File: config.mk
export PLATFORM = sky130hd
export DESIGN_NAME = wb_ext_data_bridge
export DESIGN_NICKNAME = d
export VERILOG_FILES = /design/src/rtl/wb_ext_bridge_pkg.sv /design/src/rtl/wb_ext_data_bridge.sv
export SDC_FILE = /design/constraint.sdc
export NUM_CORES = 1
export LEC_CHECK = 0
export ABC_AREA = 1
export CORE_MARGIN = 8
export CORE_UTILIZATION = 43
export CTS_BUF_LIST = sky130_fd_sc_hd__clkbuf_16
export DETAILED_ROUTE_END_ITERATION = 8
export PLACE_DENSITY = 0.86
export SYNTH_ARGS = -nofsm -noshare
export SYNTH_HDL_FRONTEND = slang
export SYNTH_SLANG_ARGS = --single-unit
export TNS_END_PERCENT = 20
File: constraint.sdc
create_clock -name clk_i -period 2.7 [get_ports clk_i]
set_input_delay 0.405 -clock clk_i [delete_from_list [all_inputs] [get_ports clk_i]]
set_output_delay 0.405 -clock clk_i [all_outputs]
set_load 0.02 [all_outputs]
File: src/rtl/wb_ext_bridge_pkg.sv
// Shared types and constants for the Wishbone to external data port bridge.
package wb_ext_bridge_pkg;

    typedef enum logic [2:0] {
        ST_IDLE,
        ST_REQ,
        ST_WAIT,
        ST_ACK,
        ST_ERR
    } state_t;

    localparam logic [31:0] ERR_DATA_DEFAULT = 32'hDEAD_BEEF;
    localparam int TMO_CNT_W = 8;

endpackage

File: src/rtl/wb_ext_data_bridge.sv
// Wishbone classic slave that issues one req/gnt/rvalid transaction per bus
// cycle on the core's external data port, with window decode and timeout.
module wb_ext_data_bridge
    import wb_ext_bridge_pkg::*;
#(
    parameter logic [31:0] WB_BASE    = 32'h3000_0000,
    parameter logic [31:0] WB_MASK    = 32'hFFFF_F000,
    parameter logic [31:0] LOCAL_BASE = 32'h0000_0000,
    parameter int unsigned TIMEOUT    = 255,
    parameter logic [31:0] ERR_DATA   = ERR_DATA_DEFAULT
) (
    input  logic        clk_i,
    input  logic        reset_n,
    input  logic        wbs_cyc_i,
    input  logic        wbs_stb_i,
    input  logic        wbs_we_i,
    input  logic [3:0]  wbs_sel_i,
    input  logic [31:0] wbs_adr_i,
    input  logic [31:0] wbs_dat_i,
    output logic        wbs_ack_o,
    output logic        wbs_err_o,
    output logic [31:0] wbs_dat_o,
    output logic        ext_data_req_o,
    output logic        ext_data_we_o,
    output logic [3:0]  ext_data_be_o,
    output logic [31:0] ext_data_addr_o,
    output logic [31:0] ext_data_wdata_o,
    input  logic        ext_data_gnt_i,
    input  logic        ext_data_rvalid_i,
    input  logic [31:0] ext_data_rdata_i
);

    localparam logic [TMO_CNT_W-1:0] TMO_LIM = TIMEOUT[TMO_CNT_W-1:0];
    localparam logic [TMO_CNT_W-1:0] CNT_MAX = '1;

    state_t state;
    state_t nxt;
    logic [TMO_CNT_W-1:0] cnt;
    logic start;
    logic hit;
    logic timed_out;
    logic enter_tmo;

    assign start     = wbs_cyc_i && wbs_stb_i;
    assign hit       = ((wbs_adr_i ^ WB_BASE) & WB_MASK) == 32'h0;
    assign timed_out = cnt == TMO_LIM;
    assign enter_tmo = (nxt != state) && (nxt == ST_REQ || nxt == ST_WAIT);

    always_comb begin
        nxt = state;
        case (state)
            ST_IDLE: begin
                if (start) nxt = hit ? ST_REQ : ST_ERR;
            end
            ST_REQ: begin
                if (ext_data_gnt_i) nxt = ST_WAIT;
                else if (timed_out) nxt = ST_ERR;
            end
            ST_WAIT: begin
                if (ext_data_rvalid_i) nxt = ST_ACK;
                else if (timed_out) nxt = ST_ERR;
            end
            default: nxt = ST_IDLE;
        endcase
        // Master abandoned the cycle: finish silently without a response.
        if ((nxt == ST_ACK || nxt == ST_ERR) && !wbs_cyc_i) nxt = ST_IDLE;
    end

    always_ff @(posedge clk_i or negedge reset_n) begin
        if (!reset_n) begin
            state            <= ST_IDLE;
            cnt              <= '0;
            wbs_ack_o        <= 1'b0;
            wbs_err_o        <= 1'b0;
            wbs_dat_o        <= 32'h0;
            ext_data_req_o   <= 1'b0;
            ext_data_we_o    <= 1'b0;
            ext_data_be_o    <= 4'h0;
            ext_data_addr_o  <= 32'h0;
            ext_data_wdata_o <= 32'h0;
        end else begin
            state          <= nxt;
            ext_data_req_o <= nxt == ST_REQ;
            wbs_ack_o      <= nxt == ST_ACK;
            wbs_err_o      <= nxt == ST_ERR;

            if (enter_tmo) cnt <= '0;
            else if (cnt != CNT_MAX) cnt <= cnt + 1'b1;

            if (state == ST_IDLE && start && hit) begin
                ext_data_we_o    <= wbs_we_i;
                ext_data_be_o    <= wbs_sel_i;
                ext_data_wdata_o <= wbs_dat_i;
                ext_data_addr_o  <= LOCAL_BASE + (wbs_adr_i & ~WB_MASK);
            end

            if (nxt == ST_ERR)
                wbs_dat_o <= ERR_DATA;
            else if (state == ST_WAIT && ext_data_rvalid_i && !ext_data_we_o)
                wbs_dat_o <= ext_data_rdata_i;
        end
    end

endmodule

==> reports/qor_table.md <==
| Step | Metric | This run |
|---|---|---|
| worst setup path | Worst setup path category | flip-flop to flip-flop |
| synthesis | Sequential-to-total area share from yosys stat | 58.2% |
| final layout | Area used by sequential logic in the layout | 0.00238 mm2 |
| synthesis | Flip-flop cell with the highest count after synthesis | sky130_fd_sc_hd__dfrtp_1 |
| clock network | Maximum level of the CTS H-tree | 3 |
| synthesis | Post-synthesis cell type count | 28 |
| final layout | Layout area overhead | 55.4% |
| clock network | Sinks on the clock net | 95 |
| clock network | Clock latency reported for the late side of the worst-skew pair | 330 ps |
| sta | Period Utilization, post-route | 76.5% |
| clock network | Maximum buffer depth of the clock tree | 2 |
| synthesis | Share of flip-flops with an asynchronous set or reset after synthesis | 100% |
| sta | Total of endpoints with negative setup slack in the final report | 0 |
| floorplanning | Die Span Y | 114 um |
| clock network | Post-cts gate resize count | 0 |
| grt | Global route total overflow | 0 |
| sta | Slew at the pin with the worst max-slew slack | 990 ps |
| final layout | Multi-input combinational cell area | 0.00146 mm2 |
| drt | Vias per std cell | 4.75 |
| clock network | Reg clk slew, reported paths | 60 ps |
| worst setup path | Largest fanout on the critical path | 33 |
| clock network | Library cell used as clock root buffer | sky130_fd_sc_hd__clkbuf_16 |
| grt | Total routing resource utilization after global routing | 17.3% |
| sta | Highest Clock Rate | 484 MHz |
| drt | Count of nets left with antenna violations after detail routing | 0 |
| drt | First-iteration detailed-routing DRC count | 141 |
| worst setup path | Type of destination of the critical path | flip-flop |
| grt | Largest net degree at the start of global routing | 50 |
| clock network | Number of buffers created by CTS | 9 |
| sta | Slew margin rel. | 34.0% |
| floorplanning | I/O pin cnt | 211 |
| place | Last weighted congestion value of the routability-driven placer | 0.866 |
| floorplanning | Width of the chip | 114 um |
| clock network | Clock tree from TritonCTS | built |
| final layout | Proportion of layout cells with a drive suffix above 1 | 14.9% |
| sta | Sum Neg Setup Slack | 0 ps |
| grt | Antenna violations before repair | 1 |
| sta | Final hold violation count | 0 |
| clock network | Post-CTS setup buffers | 0 |
| job | Maximum capacitance violations | 0 |
| power | Cell leakage power | 3.12 nW |
| sta | Max-slew violations | 0 |
| drt | Count of TritonRoute iterations in the first routing pass | 4 |
| floorplanning | # rows | 35 |
| sta | Period minus WS final | 2070 ps |
| grt | Global-route wire length before repair | 17700 um |
| sta | Clock Skew | 5.01 ps |
| worst setup path | Startpoint Class | flip-flop |
| drt | Residual DRC | 0 |
| grt | Number of global-route vias before repair | 3542 |
| synthesis | Count of mapped cells out of synthesis | 348 |
| synthesis | Synthesized area divided by synthesized cell count | 11.7 um2 |
| drt | Total detailed-routing wirelength | 11200 um |
| final layout | # diodes | 0 |
| floorplanning | Area of the placeable core | 0.00924 mm2 |
| drt | Via count of the routed design | 3194 |
| worst setup path | Slack of the worst reg-to-reg path | 630 ps |
| place | Final HPWL DP | 8690 um |
| drt | Wirelength per Cell | 16.6 um |
| synthesis | Synth Warn # | 0 |
| power | Pwr Density | 749 mW/mm2 |
| sta | Setup repair after global routing missed its margin | no |
| place | Post-Place Worst Slack | 390 ps |
| run status | Result of the run | finished, final reports clean |
| worst setup path | Data arrival time of the critical path | 2230 ps |
| floorplanning | Total Die Area | 0.0129 mm2 |
| synthesis | Number of enable flip-flop cells after synthesis | 0 |
| synthesis | Flops & latches, synth | 95 |
| synthesis | Mapped cell area | 0.00409 mm2 |
| hold path | Hold Path Class | flip-flop to flip-flop |
| worst setup path | Crit path required time | 2870 ps |
| final layout | Fill cells | 680 |
| floorplanning | Initial Utilization | 44.2% |
| sta | Worst Slack Setup Final | 633 ps |
| power | Worst supply voltage drop on vdd | 0.604 mV |
| final layout | Number of nets at the end of the flow | 647 |
| place | Input/output buffers | 190 |
## critical path: stages (launching register included)
cell and delay (ps):
sky130_fd_sc_hd__dfrtp_1 400, sky130_fd_sc_hd__ha_1 220, sky130_fd_sc_hd__nand2_1 80, sky130_fd_sc_hd__inv_1 80, sky130_fd_sc_hd__nand3b_4 120, sky130_fd_sc_hd__nand2_1 70
sky130_fd_sc_hd__nand2_1 90, sky130_fd_sc_hd__nand3_1 100, sky130_fd_sc_hd__nand2_2 110, sky130_fd_sc_hd__nand2_2 340, sky130_fd_sc_hd__nand3_1 180, sky130_fd_sc_hd__o21ai_0 100
## cells in the final DEF, fill, tap and decap left out
| cell type | synthesis | layout |
|---|---|---|
| sky130_fd_sc_hd__a21oi_1 | 10 | 10 |
| sky130_fd_sc_hd__buf_12 | 0 | 1 |
| sky130_fd_sc_hd__buf_4 | 20 | 3 |
| sky130_fd_sc_hd__bufinv_16 | 0 | 2 |
| sky130_fd_sc_hd__clkbuf_16 | 0 | 9 |
| sky130_fd_sc_hd__clkdlybuf4s50_1 | 0 | 189 |
| sky130_fd_sc_hd__clkinv_2 | 0 | 2 |
| sky130_fd_sc_hd__clkinvlp_4 | 0 | 2 |
| sky130_fd_sc_hd__conb_1 | 1 | 20 |
| sky130_fd_sc_hd__dfrtp_1 | 95 | 95 |
| sky130_fd_sc_hd__dlygate4sd3_1 | 0 | 1 |
| sky130_fd_sc_hd__ha_1 | 1 | 1 |
| sky130_fd_sc_hd__inv_1 | 22 | 23 |
| sky130_fd_sc_hd__inv_2 | 3 | 3 |
| sky130_fd_sc_hd__mux2_2 | 49 | 49 |
| sky130_fd_sc_hd__mux2i_1 | 26 | 26 |
| sky130_fd_sc_hd__nand2_1 | 49 | 49 |
| sky130_fd_sc_hd__nand2_2 | 4 | 4 |
| sky130_fd_sc_hd__nand3_1 | 15 | 15 |
| sky130_fd_sc_hd__nand3_2 | 1 | 1 |
| sky130_fd_sc_hd__nand3b_4 | 1 | 1 |
| sky130_fd_sc_hd__nand4_1 | 3 | 3 |
| sky130_fd_sc_hd__nor2_1 | 13 | 13 |
| sky130_fd_sc_hd__nor2_2 | 2 | 2 |
| sky130_fd_sc_hd__nor3_1 | 1 | 1 |
| sky130_fd_sc_hd__nor3_2 | 1 | 1 |
| sky130_fd_sc_hd__o211ai_1 | 1 | 1 |
| sky130_fd_sc_hd__o21ai_0 | 13 | 13 |
| sky130_fd_sc_hd__o21bai_1 | 1 | 1 |
| sky130_fd_sc_hd__or2_2 | 0 | 1 |
| sky130_fd_sc_hd__xnor2_1 | 1 | 1 |
| sky130_fd_sc_hd__xor2_1 | 1 | 1 |
## synth_stat cells (2+ instances only)
library cell,n,area share [%]
sky130_fd_sc_hd__mux2i_1,26,6.4
sky130_fd_sc_hd__clkbuf_1,2,0.18
sky130_fd_sc_hd__buf_6,2,0.55
sky130_fd_sc_hd__inv_1,22,2.0
sky130_fd_sc_hd__buf_4,20,3.7
sky130_fd_sc_hd__o21ai_0,13,1.6
sky130_fd_sc_hd__dfrtp_1,95,58
sky130_fd_sc_hd__a21oi_1,10,1.2
sky130_fd_sc_hd__inv_2,3,0.28
sky130_fd_sc_hd__nor2_1,13,1.2
sky130_fd_sc_hd__nand3_1,15,1.8
sky130_fd_sc_hd__buf_2,9,1.1
sky130_fd_sc_hd__mux2_2,49,13
sky130_fd_sc_hd__nand2_2,4,0.61
sky130_fd_sc_hd__nor2_2,2,0.31
sky130_fd_sc_hd__nand2_1,49,4.5
sky130_fd_sc_hd__nand4_1,3,0.46
## sequential cells by signal, summed over array words and instances, names as in the netlist
signal and count:
cnt 8, ext_data_addr_o 12, ext_data_be_o 4, ext_data_req_o 1, ext_data_wdata_o 32, ext_data_we_o 1, state 3, wbs_ack_o 1
wbs_dat_o 32, wbs_err_o 1
## per-layer routing
metal | vias to the layer above | global-route usage (%) | wire length, um
li1 | 1490 | - | -
met1 | 1564 | 16.8 | 3830
met2 | 122 | 32.9 | 6230
met3 | 16 | 7.08 | 974
met4 | 2 | 4.44 | 145
met5 | - | 0 | 13
## worst paths after layout
path | start | to | depth (start not counted)
worst min register to register | wbs_dat_o[2]$_DFFE_PN0P_ | wbs_dat_o[2]$_DFFE_PN0P_ | 2
worst max register to register | cnt[0]$_DFFE_PN0P_ | wbs_dat_o[4]$_DFFE_PN0P_ | 11
max in group asynchronous | reset_n | ext_data_wdata_o[7]$_DFFE_PN0P_ | 3
worst max-delay path | cnt[0]$_DFFE_PN0P_ | wbs_dat_o[4]$_DFFE_PN0P_ | 11
worst min-delay path | wbs_dat_o[2]$_DFFE_PN0P_ | wbs_dat_o[2]$_DFFE_PN0P_ | 2
min in group asynchronous | reset_n | wbs_dat_o[9]$_DFFE_PN0P_ | 2
## through the flow
stage	cell area [um2]	power [W]	instances	hold WS, ps	utilization [%]
5_1_grt	6350	0.00502	673	507	68.8
6_report	6350	0.00476	673	490	68.8
2_1_floorplan	4160	0.00274	367	109	-
4_1_cts	6350	0.00481	673	492	68.8
3_5_place_dp	6030	0.00346	656	350	65.3
3_3_place_gp	6030	0.00339	656	350	65.3
## power by group
group	internal (W)	total [W]	leakage, nW	switching [W]
sequential	0.00168	0.00184	1.22	0.000160
clock	0.000805	0.00133	0.153	0.000528
combinational	0.000726	0.00159	1.75	0.000864
## cell families after synthesis
logic type | Yosys count | synth area share [%]
AOI/OAI and AO/OA | 25 | 3.18
adders and majority gates | 1 | 0.306
buffers and inverters | 58 | 7.81
and+or+nand+nor | 91 | 10.2
DFF | 95 | 58.2
muxes | 75 | 19.9
other | 1 | 0.0917
xor gates and xnor gates | 2 | 0.429
## timing repair
item,4_1_cts,5_1_grt
setup endpoints to repair,0,0
hold buffers,1,0
endpoints found under the hold margin,27,0
## cell type report
| cell class | instances | area share [%] |
|---|---|---|
| Sequential cell | 95 | 37.4 |
| Timing Repair Buffer | 194 | 30.6 |
| Multi-Input combinational cell | 214 | 23.0 |
| Clock buffer | 9 | 3.54 |
| Tap cell | 129 | 2.54 |
| Inverter | 25 | 1.48 |
| Clock inverter | 7 | 1.40 |
Note: power is estimated with default switching activity, not from simulation.
